--- src/rtl/xs3_to_bcd_deser_if.sv ---
// rtl/xs3_to_bcd_deser_if.sv - digit input and frame result handshake bundle for xs3_to_bcd_deser
interface xs3_to_bcd_deser_if #(
  parameter int DIGITS = 4
);
  logic                  in_valid;
  logic                  in_ready;
  logic [3:0]            in_xs3;
  logic                  in_last;
  logic                  out_valid;
  logic                  out_ready;
  logic [4*DIGITS-1:0]   out_bcd;
  logic [3:0]            out_ndigits;
  logic                  out_err;

  // digit source and result consumer side
  modport master (
    output in_valid, in_xs3, in_last, out_ready,
    input  in_ready, out_valid, out_bcd, out_ndigits, out_err
  );

  // decoder side
  modport slave (
    input  in_valid, in_xs3, in_last, out_ready,
    output in_ready, out_valid, out_bcd, out_ndigits, out_err
  );
endinterface

--- src/rtl/xs3_to_bcd_deser.sv ---
// rtl/xs3_to_bcd_deser.sv - serial excess-3 digits to packed BCD frame decoder
module xs3_to_bcd_deser #(
  parameter int DIGITS = 4
) (
  input  logic                 clk,
  input  logic                 rst_n,
  xs3_to_bcd_deser_if.slave    bus
);
  localparam int W = 4 * DIGITS;

  typedef enum logic {
    COLLECT = 1'b0,
    HOLD    = 1'b1
  } state_t;

  state_t         state_q, state_d;
  logic [W-1:0]   acc_q, acc_d;
  logic [3:0]     cnt_q, cnt_d;
  logic           err_q, err_d;
  logic           in_ready_q, in_ready_d;
  logic           out_valid_q, out_valid_d;
  logic [W-1:0]   out_bcd_q, out_bcd_d;
  logic [3:0]     out_ndigits_q, out_ndigits_d;
  logic           out_err_q, out_err_d;

  logic           code_bad;
  logic [3:0]     digit;
  logic [3:0]     cnt_inc;
  logic [W-1:0]   acc_shift;

  // Codes outside 3..C are flagged and decode to zero so the word stays valid BCD
  assign code_bad = (bus.in_xs3 < 4'h3) || (bus.in_xs3 > 4'hC);
  assign digit    = code_bad ? 4'h0 : (bus.in_xs3 - 4'd3);
  assign cnt_inc  = cnt_q + 4'd1;

  // A one-digit accumulator has no upper bits to keep, so the shift degenerates to a load
  if (DIGITS == 1) begin : g_one
    assign acc_shift = digit;
  end else begin : g_many
    assign acc_shift = {acc_q[W-5:0], digit};
  end

  // State and output registers; reset discards any partial or held frame
  always_ff @(posedge clk) begin
    if (!rst_n) begin
      state_q       <= COLLECT;
      acc_q         <= '0;
      cnt_q         <= 4'd0;
      err_q         <= 1'b0;
      in_ready_q    <= 1'b0;
      out_valid_q   <= 1'b0;
      out_bcd_q     <= '0;
      out_ndigits_q <= 4'd0;
      out_err_q     <= 1'b0;
    end else begin
      state_q       <= state_d;
      acc_q         <= acc_d;
      cnt_q         <= cnt_d;
      err_q         <= err_d;
      in_ready_q    <= in_ready_d;
      out_valid_q   <= out_valid_d;
      out_bcd_q     <= out_bcd_d;
      out_ndigits_q <= out_ndigits_d;
      out_err_q     <= out_err_d;
    end
  end

  // Next state: shift digits in while collecting, publish the frame on entry to HOLD
  always_comb begin
    state_d       = state_q;
    acc_d         = acc_q;
    cnt_d         = cnt_q;
    err_d         = err_q;
    in_ready_d    = in_ready_q;
    out_valid_d   = out_valid_q;
    out_bcd_d     = out_bcd_q;
    out_ndigits_d = out_ndigits_q;
    out_err_d     = out_err_q;
    case (state_q)
      COLLECT: begin
        // in_ready is low for one cycle after reset, then stays high while collecting
        in_ready_d  = 1'b1;
        out_valid_d = 1'b0;
        if (bus.in_valid && in_ready_q) begin
          acc_d = acc_shift;
          cnt_d = cnt_inc;
          err_d = err_q | code_bad;
          if (bus.in_last || (cnt_inc == 4'(DIGITS))) begin
            state_d       = HOLD;
            in_ready_d    = 1'b0;
            out_valid_d   = 1'b1;
            out_bcd_d     = acc_shift;
            out_ndigits_d = cnt_inc;
            out_err_d     = err_q | code_bad;
          end
        end
      end
      HOLD: begin
        if (bus.out_ready && out_valid_q) begin
          state_d     = COLLECT;
          acc_d       = '0;
          cnt_d       = 4'd0;
          err_d       = 1'b0;
          in_ready_d  = 1'b1;
          out_valid_d = 1'b0;
        end
      end
      default: begin
        state_d = COLLECT;
      end
    endcase
  end

  assign bus.in_ready    = in_ready_q;
  assign bus.out_valid   = out_valid_q;
  assign bus.out_bcd     = out_bcd_q;
  assign bus.out_ndigits = out_ndigits_q;
  assign bus.out_err     = out_err_q;
endmodule

--- src/flat_wrapper.sv ---
// flat-port wrapper written by rule: the top's interface ports become plain ports
module xs3_to_bcd_deser_flat 
#(
  parameter int DIGITS = 4
)
  (clk, rst_n, bus_in_valid, bus_in_xs3, bus_in_last, bus_out_ready, bus_in_ready, bus_out_valid, bus_out_bcd, bus_out_ndigits, bus_out_err);
  xs3_to_bcd_deser_if #(.DIGITS(DIGITS)) bus_i ();
  input  logic clk;
  input  logic rst_n;
  input wire logic [$bits(bus_i.in_valid)-1:0] bus_in_valid;
  input wire logic [$bits(bus_i.in_xs3)-1:0] bus_in_xs3;
  input wire logic [$bits(bus_i.in_last)-1:0] bus_in_last;
  input wire logic [$bits(bus_i.out_ready)-1:0] bus_out_ready;
  output wire logic [$bits(bus_i.in_ready)-1:0] bus_in_ready;
  output wire logic [$bits(bus_i.out_valid)-1:0] bus_out_valid;
  output wire logic [$bits(bus_i.out_bcd)-1:0] bus_out_bcd;
  output wire logic [$bits(bus_i.out_ndigits)-1:0] bus_out_ndigits;
  output wire logic [$bits(bus_i.out_err)-1:0] bus_out_err;
  assign bus_i.in_valid = bus_in_valid;
  assign bus_i.in_xs3 = bus_in_xs3;
  assign bus_i.in_last = bus_in_last;
  assign bus_i.out_ready = bus_out_ready;
  assign bus_in_ready = bus_i.in_ready;
  assign bus_out_valid = bus_i.out_valid;
  assign bus_out_bcd = bus_i.out_bcd;
  assign bus_out_ndigits = bus_i.out_ndigits;
  assign bus_out_err = bus_i.out_err;
  xs3_to_bcd_deser #(.DIGITS(DIGITS)) u_core (.clk(clk), .rst_n(rst_n), .bus(bus_i));
endmodule
--- config.mk ---
export PLATFORM = sky130hd
export DESIGN_NAME = xs3_to_bcd_deser_flat
export DESIGN_NICKNAME = d
export VERILOG_FILES = /design/src/rtl/xs3_to_bcd_deser_if.sv /design/src/rtl/xs3_to_bcd_deser.sv /design/src/flat_wrapper.sv
export SDC_FILE = /design/constraint.sdc
export NUM_CORES = 1
export LEC_CHECK = 0
export ABC_AREA = 1
export BUFFER_PORTS_ARGS = -buffer_cell sky130_fd_sc_hd__buf_2
export CORE_UTILIZATION = 55
export DETAILED_ROUTE_END_ITERATION = 7
export PLACE_DENSITY = 0.91
export SLEW_MARGIN = 20
export SYNTH_ARGS = -nofsm -noshare
export SYNTH_HDL_FRONTEND = slang
export SYNTH_SLANG_ARGS = --single-unit
--- constraint.sdc ---
create_clock -name clk -period 2.4 [get_ports clk]
set_input_delay 0.72 -clock clk [delete_from_list [all_inputs] [get_ports clk]]
set_output_delay 0.72 -clock clk [all_outputs]
set_load 0.05 [all_outputs]
==> impl_metrics.csv <==
group,metric,value,unit
run_status,status,"completed",
layout,register_area,820.8,um^2
worst_setup_path,reg2regPathDepth,8,
clocking,cts.path.max_buffers,2,
layout,area_growth,12.20,%
timing,finalClockSkew,10.68,ps
worst_setup_path,cpMaxStageDelayCell,"dfxtp_1",
die,rows,19,
placed_design,hpwl,2099,um
global_routing,grt_pass1_wl,5368,um
timing,worstMarginPinSlew,904.2,ps
layout,diodes,0,
power_and_ir_drop,powerDensity,656.5,nW/um^2
timing,fmax,553.0,MHz
die,dieArea,3264,um^2
yosys,synth_area,1672,um^2
global_routing,grt_pass1_vias,1298,
clocking,clkLatencyLatePin,360,ps
timing,relSlewSlack,39.35,%
routing,viasPerCell,5.286,
global_routing,grt_max_degree,37,
layout,final_nets,260,
worst_setup_path,r2r_start,"u_core.cnt_q[0]",
die,die_x,57.13,um
worst_setup_path,cp_cell_sequence,"ha_1, inv_1, nor2_1, nand3_2, nand2_4, nand2_2, nand2_1, a21oi_1",
placed_design,gp_congestion,0.8411,
worst_setup_path,r2r_slack,590,ps
timing,min_period_over_period,75.35,%
worst_setup_path,path_max_fanout,25,
yosys,netlist.area_leader.share,49.10,%
routing,drtAntennaViolNets,0,
clocking,numCtsBuffers,5,
clocking,cts-root-buf,"clkbuf_4",
clocking,tritoncts,"yes",
routing,drtIter0Drc,54,
routing,totalWireLength,3125,um
timing,hold_viol_final,0,
die,io_pins,32,
yosys,synthCells,220,
worst_setup_path,required,2610,ps
die,coreArea,2829,um^2
placed_design,placed_cell_area,1805,um^2
clocking,clk_pin_slew,120,ps
power_and_ir_drop,ir_drop,428.8,uV
layout,multi_input_area,719.4,um^2
clocking,holdBufCountCts,0,
routing,wl_per_cell,11.16,um
die,die_h,57.13,um
clocking,cts_resized,0,
hold_path,min_from,"u_core.bus.out_bcd[11]",
routing,vias,1480,
timing,setup_tns,0,ps
yosys,ys_types,21,
clocking,post_cts_buffers,0,
timing,rsz0062_at_grt,"no",
clocking,htreeDepth,2,
worst_setup_path,path_depth,8,
die,start_util,59.09,%
hold_path,min_path_cells,2,
worst_setup_path,crit_family,"simple AND/OR/NAND/NOR gates",
worst_setup_path,cp-end-kind,"flop",
worst_setup_path,cp-start-kind,"flop",
layout,drive_gt1_share,17.67,%
yosys,syn_avg_cell_area,7.598,um^2
power_and_ir_drop,p_leak,0.0007948,uW
worst_setup_path,crit_start,"u_core.cnt_q[0]",
timing,fin_hold_ws,462.6,ps
routing,route.detailed.drc,0,
hold_path,hold_class,"reg2reg",
yosys,yosys-top-cells-area,"dfxtp_1 (49%), nand2_1 (14%), a21oi_1 (13%)",
timing,setup_violations,0,
global_routing,overflow,0,
worst_setup_path,path_class,"reg2reg",
global_routing,grt_antenna_before_repair,0,
worst_setup_path,crit_arrival,2020,ps
timing,drv_slew,0,
routing,drt_first_pass_iters,4,
clocking,clock_sinks,41,
hold_path,hold_end,"u_core.bus.out_bcd[11]",
layout,finalInstanceArea,1876,um^2
worst_setup_path,critical_path_buf_inv_count,1,
yosys,yosys_register_bits,41,
flow_run,maxCapViolations,0,
yosys,synth_top_cell_by_area,"dfxtp_1",
yosys,yosysSeqAreaShare,49.10,%
layout,utilization,66.30,%
timing,fin_crit,1808,ps
worst_setup_path,r2r_end,"u_core.bus.out_ndigits[3]",
yosys,yosys_warnings,0,
worst_setup_path,max_stage_delay,440,ps
placed_design,place.port_buffers,31,
global_routing,grt_use_total,21.35,%
layout,nFillCells,254,
yosys,synth_fp_nets,232,
## tightest hold or removal path, delay by kind of cell (launching register included)
| family | cells | cell delay (ps) |
|---|---|---|
| AOI/OAI and AO/OA | 1 | 50 |
| DFF | 1 | 320 |
| and+or+nand+nor | 1 | 60 |
## synth_stat cells
library cell	count
clkbuf_1	5
a21oi_1	42
nand2_1	62
nand2_4	1
nand3b_1	1
nor2_1	8
ha_1	3
buf_6	3
o21ai_0	1
nand4_1	1
dfxtp_1	41
clkinv_1	2
nand3_1	28
buf_2	3
nand3_2	1
nand2_2	1
xor2_1	1
xnor2_1	1
nor3_1	1
inv_1	13
buf_4	1
## cell type report
type                    count  area share (%)
clock buffers               7           3.469
repair buffers             33           9.073
flip-flops and latches     41           43.76
well taps                  31           2.068
multi-input cells         152           38.36
clock inverters             1          0.2668
inverters                  15           3.002
## registers in the layout, summed over array words and instances (netlist names)
| signal | count |
|---|---|
| u_core.err_q | 1 |
| u_core.bus.out_valid | 1 |
| u_core.state_q | 1 |
| u_core.bus.out_bcd | 16 |
| u_core.bus.out_err | 1 |
| u_core.acc_q | 12 |
| u_core.bus.out_ndigits | 4 |
| u_core.bus.in_ready | 1 |
| u_core.cnt_q | 4 |
## layer usage
layer	up-vias	global-route usage, %	wire (um)
met2	32	35.13	1432
met3	7	7.483	179
li1	771	-	-
met4	0	7.666	49
met5	-	0	0
met1	670	25.98	1463
## cells in the final DEF (no fill, tap or decap), drive strengths merged
master	n
a21oi	42
buf	33
clkbuf	7
clkinv	3
dfxtp	41
ha	3
inv	13
nand2	64
nand3	29
nand3b	1
nand4	1
nor2	8
nor3	1
o21ai	1
xnor2	1
xor2	1
## how the worst max path moves through the flow
stage	slack, ps	end
3_5_place_dp	350	u_core.bus.out_bcd[1]
6_report	590	u_core.bus.out_ndigits[3]
2_1_floorplan	850	u_core.bus.out_bcd[2]
3_3_place_gp	400	u_core.err_q
4_1_cts	570	u_core.bus.in_ready
5_1_grt	410	u_core.bus.out_ndigits[3]
## per-stage QoR
stage	std cells	total power, uW	setup slack, ps
6_report	280	1231	591.5
4_1_cts	280	1234	567.7
2_1_floorplan	220	830.4	850.2
3_3_place_gp	272	855.3	395.1
3_5_place_dp	272	859.6	353.2
5_1_grt	280	1291	410.4
## cell families after synthesis
logic type | Yosys count | share of synthesized area, %
flops | 41 | 49.10
fa+ha+maj | 3 | 2.246
buf+inv | 27 | 7.860
simple gates | 104 | 26.87
xor+xnor | 2 | 1.048
compound gates | 43 | 12.87
## report_power, final
group          leakage [uW]  switching [uW]  internal, uW
sequential         0.000332            10.7           695
clock             0.0000413             217           170
combinational      0.000422             102          36.8
No activity file was read; power rests on OpenSTA's default activity.
